## src/rtl/pe_lsu_load_align_pkg.sv

```systemverilog
// rtl/pe_lsu_load_align_pkg.sv - PE data width, LSU opcode encodings and load-queue defaults
//
// Purpose: shared constants for the PE load-return path.
//   DEF_PE_DATA_WIDTH        : width of a DMEM word / PE register
//   RISC24_PE_LSU_OP_WIDTH   : width of the LSU opcode field
//   RISC24_LSU_OP_*          : opcode encodings (any other code passes data unchanged)
//   DEF_PE_LSU_PENDING_DEPTH : default number of outstanding loads
//   lsu_is_misaligned()      : misalignment rule used when PE_LSU_MISALIGN_CHECK_EN is defined
package pe_lsu_load_align_pkg;

    localparam int DEF_PE_DATA_WIDTH        = 32;
    localparam int RISC24_PE_LSU_OP_WIDTH   = 2;
    localparam int DEF_PE_LSU_PENDING_DEPTH = 2;

    localparam logic [RISC24_PE_LSU_OP_WIDTH-1:0] RISC24_LSU_OP_BYTE      = 2'd0;
    localparam logic [RISC24_PE_LSU_OP_WIDTH-1:0] RISC24_LSU_OP_HALF_WORD = 2'd1;
    localparam logic [RISC24_PE_LSU_OP_WIDTH-1:0] RISC24_LSU_OP_WORD      = 2'd2;

    // Half-words must sit on an even address, words on a multiple of four.
    function automatic logic lsu_is_misaligned(
        input logic [RISC24_PE_LSU_OP_WIDTH-1:0] opcode,
        input logic [1:0]                        addr_low
    );
        logic mis;
        mis = 1'b0;
        if (opcode == RISC24_LSU_OP_HALF_WORD)
            mis = addr_low[0];
        else if (opcode == RISC24_LSU_OP_WORD)
            mis = (addr_low != 2'b00);
        return mis;
    endfunction

endpackage

```

## src/rtl/pe_lsu_load_extract.sv

```systemverilog
// rtl/pe_lsu_load_extract.sv - combinational lane select and sign/zero extension of a load word
//
// Purpose: picks the addressed word/half-word/byte out of a raw DMEM word and
// extends it to the full data width. Shared with the CP load path.
// Ports:
//   opcode       : LSU opcode (word / half-word / byte / other)
//   addr_low     : address bits [1:0] of the access
//   load_signed  : 1 = sign-extend, 0 = zero-extend (ignored for word)
//   raw_data     : raw DMEM read word
//   aligned_data : extracted, extended result
module pe_lsu_load_extract
    import pe_lsu_load_align_pkg::*;
(
    input  logic [RISC24_PE_LSU_OP_WIDTH-1:0] opcode,
    input  logic [1:0]                        addr_low,
    input  logic                              load_signed,
    input  logic [DEF_PE_DATA_WIDTH-1:0]      raw_data,
    output logic [DEF_PE_DATA_WIDTH-1:0]      aligned_data
);

    logic [15:0] half_lane;
    logic [7:0]  byte_lane;
    logic        half_fill;
    logic        byte_fill;

    always_comb begin
        half_lane = addr_low[1] ? raw_data[31:16] : raw_data[15:0];
        case (addr_low)
            2'd0:    byte_lane = raw_data[7:0];
            2'd1:    byte_lane = raw_data[15:8];
            2'd2:    byte_lane = raw_data[23:16];
            default: byte_lane = raw_data[31:24];
        endcase
        half_fill = load_signed & half_lane[15];
        byte_fill = load_signed & byte_lane[7];
    end

    always_comb begin
        case (opcode)
            RISC24_LSU_OP_WORD:
                aligned_data = raw_data;
            RISC24_LSU_OP_HALF_WORD:
                aligned_data = {{(DEF_PE_DATA_WIDTH-16){half_fill}}, half_lane};
            RISC24_LSU_OP_BYTE:
                aligned_data = {{(DEF_PE_DATA_WIDTH-8){byte_fill}}, byte_lane};
            default:
                aligned_data = raw_data;
        endcase
    end

endmodule

```

## src/rtl/pe_lsu_load_align.sv

```systemverilog
// rtl/pe_lsu_load_align.sv - in-order load descriptor FIFO and aligned register write-back
//
// Purpose: records each load's descriptor at issue, pops it when DMEM returns
// the read word, and presents a registered, aligned and extended write-back.
// Optional feature: define PE_LSU_MISALIGN_CHECK_EN to generate oLSU_Misalign;
// otherwise it is tied low.
// Ports:
//   iClk, iReset                   : clock, asynchronous active-high reset
//   iAGU_LSU_*                     : load request and its descriptor fields
//   oLSU_Stall                     : descriptor FIFO full, upstream holds its request
//   iDMEM_LSU_Read_Valid/_Data     : in-order DMEM read return
//   oLSU_WB_Valid/_Data/_Reg       : one-cycle write-back pulse, data and register
//   oLSU_Protocol_Error            : sticky, response arrived with no load pending
//   oLSU_Misalign                  : misaligned-access pulse alongside write-back
module pe_lsu_load_align
    import pe_lsu_load_align_pkg::*;
#(
    parameter int DEPTH          = DEF_PE_LSU_PENDING_DEPTH,
    parameter int REG_ADDR_WIDTH = 5
) (
    input  logic                              iClk,
    input  logic                              iReset,
    input  logic                              iAGU_LSU_Read_Enable,
    input  logic [RISC24_PE_LSU_OP_WIDTH-1:0] iAGU_LSU_Opcode,
    input  logic [1:0]                        iAGU_LSU_Addr_Low,
    input  logic                              iAGU_LSU_Load_Signed,
    input  logic [REG_ADDR_WIDTH-1:0]         iAGU_LSU_Dest_Reg,
    output logic                              oLSU_Stall,
    input  logic                              iDMEM_LSU_Read_Valid,
    input  logic [DEF_PE_DATA_WIDTH-1:0]      iDMEM_LSU_Read_Data,
    output logic                              oLSU_WB_Valid,
    output logic [DEF_PE_DATA_WIDTH-1:0]      oLSU_WB_Data,
    output logic [REG_ADDR_WIDTH-1:0]         oLSU_WB_Reg,
    output logic                              oLSU_Protocol_Error,
    output logic                              oLSU_Misalign
);

    localparam int               PTR_W      = $clog2(DEPTH);
    localparam logic [PTR_W:0]   FULL_COUNT = (PTR_W+1)'(DEPTH);

    logic [PTR_W-1:0] wr_ptr;
    logic [PTR_W-1:0] rd_ptr;
    logic [PTR_W:0]   count;

    logic [RISC24_PE_LSU_OP_WIDTH-1:0] op_mem   [DEPTH];
    logic [1:0]                        addr_mem [DEPTH];
    logic                              sign_mem [DEPTH];
    logic [REG_ADDR_WIDTH-1:0]         dest_mem [DEPTH];

    logic push;
    logic pop;
    logic orphan_response;

    logic [RISC24_PE_LSU_OP_WIDTH-1:0] head_op;
    logic [1:0]                        head_addr;
    logic                              head_sign;
    logic [REG_ADDR_WIDTH-1:0]         head_dest;
    logic [DEF_PE_DATA_WIDTH-1:0]      head_data;

    // Stall looks only at the registered count, so a same-cycle pop does not
    // free a slot for a same-cycle push.
    assign oLSU_Stall      = (count == FULL_COUNT);
    assign push            = iAGU_LSU_Read_Enable && !oLSU_Stall;
    assign pop             = iDMEM_LSU_Read_Valid && (count != '0);
    assign orphan_response = iDMEM_LSU_Read_Valid && (count == '0);

    // Descriptor storage needs no reset: validity is tracked by the pointers.
    always_ff @(posedge iClk) begin
        if (push) begin
            op_mem[wr_ptr]   <= iAGU_LSU_Opcode;
            addr_mem[wr_ptr] <= iAGU_LSU_Addr_Low;
            sign_mem[wr_ptr] <= iAGU_LSU_Load_Signed;
            dest_mem[wr_ptr] <= iAGU_LSU_Dest_Reg;
        end
    end

    always_ff @(posedge iClk or posedge iReset) begin
        if (iReset) begin
            wr_ptr <= '0;
            rd_ptr <= '0;
            count  <= '0;
        end else begin
            if (push)
                wr_ptr <= wr_ptr + 1'b1;
            if (pop)
                rd_ptr <= rd_ptr + 1'b1;
            if (push && !pop)
                count <= count + 1'b1;
            else if (!push && pop)
                count <= count - 1'b1;
        end
    end

    assign head_op   = op_mem[rd_ptr];
    assign head_addr = addr_mem[rd_ptr];
    assign head_sign = sign_mem[rd_ptr];
    assign head_dest = dest_mem[rd_ptr];

    pe_lsu_load_extract u_extract (
        .opcode       (head_op),
        .addr_low     (head_addr),
        .load_signed  (head_sign),
        .raw_data     (iDMEM_LSU_Read_Data),
        .aligned_data (head_data)
    );

    // Data and register hold their last values between pops.
    always_ff @(posedge iClk or posedge iReset) begin
        if (iReset) begin
            oLSU_WB_Valid       <= 1'b0;
            oLSU_WB_Data        <= '0;
            oLSU_WB_Reg         <= '0;
            oLSU_Protocol_Error <= 1'b0;
        end else begin
            oLSU_WB_Valid <= pop;
            if (pop) begin
                oLSU_WB_Data <= head_data;
                oLSU_WB_Reg  <= head_dest;
            end
            if (orphan_response)
                oLSU_Protocol_Error <= 1'b1;
        end
    end

`ifdef PE_LSU_MISALIGN_CHECK_EN
    logic misalign_q;

    always_ff @(posedge iClk or posedge iReset) begin
        if (iReset)
            misalign_q <= 1'b0;
        else
            misalign_q <= pop && lsu_is_misaligned(head_op, head_addr);
    end

    assign oLSU_Misalign = misalign_q;
`else
    assign oLSU_Misalign = 1'b0;
`endif

endmodule

```

## config.mk

```make
export PLATFORM = sky130hd
export DESIGN_NAME = pe_lsu_load_align
export DESIGN_NICKNAME = d
export VERILOG_FILES = /design/src/rtl/pe_lsu_load_align_pkg.sv /design/src/rtl/pe_lsu_load_extract.sv /design/src/rtl/pe_lsu_load_align.sv
export SDC_FILE = /design/constraint.sdc
export NUM_CORES = 1
export LEC_CHECK = 0
export CAP_MARGIN = 20
export CORE_UTILIZATION = 35
export CTS_BUF_LIST = sky130_fd_sc_hd__clkbuf_4 sky130_fd_sc_hd__clkbuf_8
export CTS_CLUSTER_DIAMETER = 30
export CTS_CLUSTER_SIZE = 12
export DETAILED_ROUTE_END_ITERATION = 16
export PLACE_DENSITY = 0.63
export REMOVE_ABC_BUFFERS = 1
export SLEW_MARGIN = 20
export SYNTH_ARGS = -nofsm -noshare
export SYNTH_HDL_FRONTEND = slang
export SYNTH_SLANG_ARGS = --single-unit
```

## constraint.sdc

```tcl
create_clock -name iClk -period 3.2 [get_ports iClk]
set_input_delay 0.96 -clock iClk [delete_from_list [all_inputs] [get_ports iClk]]
set_output_delay 0.96 -clock iClk [all_outputs]
set_load 0.01 [all_outputs]
```

==> qor.yml <==
timing:
  holdWs_ns: 0.4545
  worst_pin_slew_ns: 0.8460
  fin_crit_ns: 2.634
  setup_viol: 0
  finalHoldViolCount: 0
  skew_ns: 0.008900
  fmax_mhz: 379.6
  setup_tns_ns: 0
  rsz0062_at_grt: "false"
  relSlewSlack_pct: 43.60
  slew_violations: 0
  fin_crit_sh_pct: 82.33
power_and_ir_drop:
  powerDensity_nw_per_um2: 935.5
  leakage_nw: 1.623
  ir_worst_vdd_v: 0.0003991
grt:
  grt_max_degree: 35
  track_usage_pct: 19.18
  grt_overflow: 0
  antenna_found_initial: 0
  grt_pass1_vias: 2486
  grt_pass1_wl_mm: 12.65
final_layout:
  fin_nets: 409
  drive_above_1_share_pct: 11.44
  final_cells: 472
  syn2layout_area_growth_pct: 40.36
  insertedDiodeCount: 0
  fillers: 765
synth:
  synthTopCellsByArea: "dfrtp_1 37%, edfxtp_1 20%, a21oi_1 4.6%"
  synth_top_area_share_pct: 36.53
  ys_warn_count: 0
  ys_seq_elements: 63
  synth-edff-count: 20
  async_flop_share_pct: 68.25
  synth_ff_type: "dfrtp_1"
  avgSynthCellArea_um2: 10.79
  synthDistinctLibCells: 35
  synthesis.area_um2: 2945
  ys_seq_area_share_pct: 56.92
  yosys.area.top_type: "dfrtp_1"
  synthCells: 273
detailed_routing:
  post_drt_wl_per_cell_um: 16.60
  vias: 2496
  viasPerCell: 5.288
  first_iter_violations: 129
  first_pass_iters: 4
  drt_wl_total_mm: 7.834
  drc: 0
  drtAntennaViolNets: 0
critical_path:
  worstPathCellList: "mux2_2 > buf_4 > o21ai_1 > nor2_1 > a221o_1"
  worstPathBufferInverterCount: 1
  crit_family: "flip-flops"
  worstSetupEndpointType: "register"
  critPathSlowestCell: "dfrtp_1"
  start_kind: "register"
  worstSetupPathType: "register to register"
  path_max_fanout: 22
  crit_required_ns: 3.42
  crit_path_max_incr_delay_ns: 0.90
  arrival_ns: 2.85
floorplanning:
  die_width_um: 93.74
  die_h_um: 93.74
  design.core.area_um2: 8175
  num_rows: 33
  design.die.area_um2: 8786
  start_util_pct: 36.03
  io-pin-count: 87
placement:
  gp_congestion: 0.7468
  hpwl_mm: 5.480
  place_inst: 456
  port_buffers: 85
cts:
  clk_pin_slew_ns: 0.08
  hold_buffers: 0
  clock-sinks: 63
  cts_tree: "built"
  cts_setup_buffers: 0
  ctsResizeCount: 0
  insertion_delay_ns: 0.34
  h-tree-depth: 3
  cts_made_buffers: 9
  clockRootBuffer: "clkbuf_8"
  ctsLongestPathBuffers: 2
outcome:
  status: "finished, final reports clean"
worst_hold_path:
  worstHoldPathType: "register to register"
run:
  max_cap_violations: 0
-- logic make-up after synthesis --
family	count (synthesis)	synth area share, %
xor+xnor	5	1.487
flops	63	56.92
fa+ha+maj	1	0.4247
buf+inv	24	3.908
simple gates	58	8.751
compound gates	101	20.14
other cells	1	0.1273
mux	20	8.242
-- state kept, by name, indices dropped and copies added, names as in the netlist --
signal	flops
op_mem	4
oLSU_WB_Reg	5
addr_mem	4
count	2
dest_mem	10
oLSU_Protocol_Error	1
oLSU_WB_Valid	1
rd_ptr	1
wr_ptr	1
oLSU_WB_Data	32
sign_mem	2
-- metal layers --
metal	vias to the layer above	wire [um]	track usage, %
li1	1192	-	-
met1	1188	3405	23.93
met2	101	3732	31.45
met3	15	543	6.472
met4	0	153	5.641
met5	-	0	0
-- through the flow --
stage / total power [mW] / util (%) / worst slack, ns / cell area [um2]
after floorplan: 2.297 / - / 0.009241 / 2849
after global placement: 3.161 / 48.16 / 0.4120 / 3938
after detailed placement: 3.202 / 48.16 / 0.3378 / 3938
after CTS: 3.904 / 50.57 / 0.5453 / 4134
after global routing: 4.138 / 50.57 / 0.4431 / 4134
final: 3.867 / 50.57 / 0.5656 / 4134
-- synthesized netlist by cell type (2+ instances only) --
library cell  instances
a21o_1                8
a21oi_1              27
a31oi_1               8
buf_2                 5
buf_6                 2
clkbuf_1             11
dfrtp_1              43
edfxtp_1             20
inv_1                 5
mux2_2                8
mux2i_1               9
nand2_1              31
nand3_1               6
nor2_1                8
nor3_1                5
o211ai_1             11
o21ai_0              24
o21ai_1               2
o22ai_1              20
or2_2                 2
xnor2_1               3
xor2_1                2
-- worst paths after layout --
path                                                       from                              end  slack, ns  cells past startpoint
worst max-delay path                         rd_ptr$_DFFE_PP0P_      oLSU_WB_Data[1]$_DFFE_PP0P_       0.57                      5
worst max register to register               rd_ptr$_DFFE_PP0P_      oLSU_WB_Data[1]$_DFFE_PP0P_       0.57                      5
worst min register to register  oLSU_Protocol_Error$_DFFE_PP0P_  oLSU_Protocol_Error$_DFFE_PP0P_       0.45                      1
max in group asynchronous                                iReset      oLSU_WB_Data[8]$_DFFE_PP0P_       1.67                      3
worst min-delay path            oLSU_Protocol_Error$_DFFE_PP0P_  oLSU_Protocol_Error$_DFFE_PP0P_       0.45                      1
min in group asynchronous                                iReset      oLSU_WB_Data[3]$_DFFE_PP0P_       1.00                      2
-- area by class of cell --
| type | count | area, um2 | share of cell area [%] |
|---|---|---|---|
| tap | 105 | 131.4 | 3.178 |
| multi-input combinational | 186 | 1157 | 28.00 |
| clock inverter | 7 | 72.57 | 1.755 |
| timing repair buffer | 97 | 953.4 | 23.06 |
| inverter | 5 | 18.77 | 0.4540 |
| sequential | 63 | 1677 | 40.56 |
| clock buffer | 9 | 123.9 | 2.996 |
-- where the power goes --
part / internal [mW] / leakage [nW] / switching (mW)
sequential: 1.17 / 0.693 / 0.253
clock: 0.360 / 0.0956 / 0.330
combinational: 0.910 / 0.834 / 0.849
-- cell usage in the layout, fill, tap and decap left out, types with 2 or more instances in the layout --
cell type | Yosys | routed
clkdlybuf4s50_1 | 0 | 85
dfrtp_1 | 43 | 43
nand2_1 | 31 | 31
a21oi_1 | 27 | 27
o21ai_0 | 24 | 24
o22ai_1 | 20 | 20
edfxtp_1 | 20 | 20
o211ai_1 | 11 | 11
buf_4 | 1 | 11
mux2i_1 | 9 | 9
clkbuf_8 | 0 | 9
mux2_2 | 8 | 8
nor2_1 | 8 | 8
a31oi_1 | 8 | 8
a21o_1 | 8 | 8
nand3_1 | 6 | 6
nor3_1 | 5 | 5
inv_1 | 5 | 4
xnor2_1 | 3 | 3
or2_2 | 2 | 2
xor2_1 | 2 | 2
clkinvlp_4 | 0 | 2
clkinv_2 | 0 | 2
(Power assumes the default switching activity.)
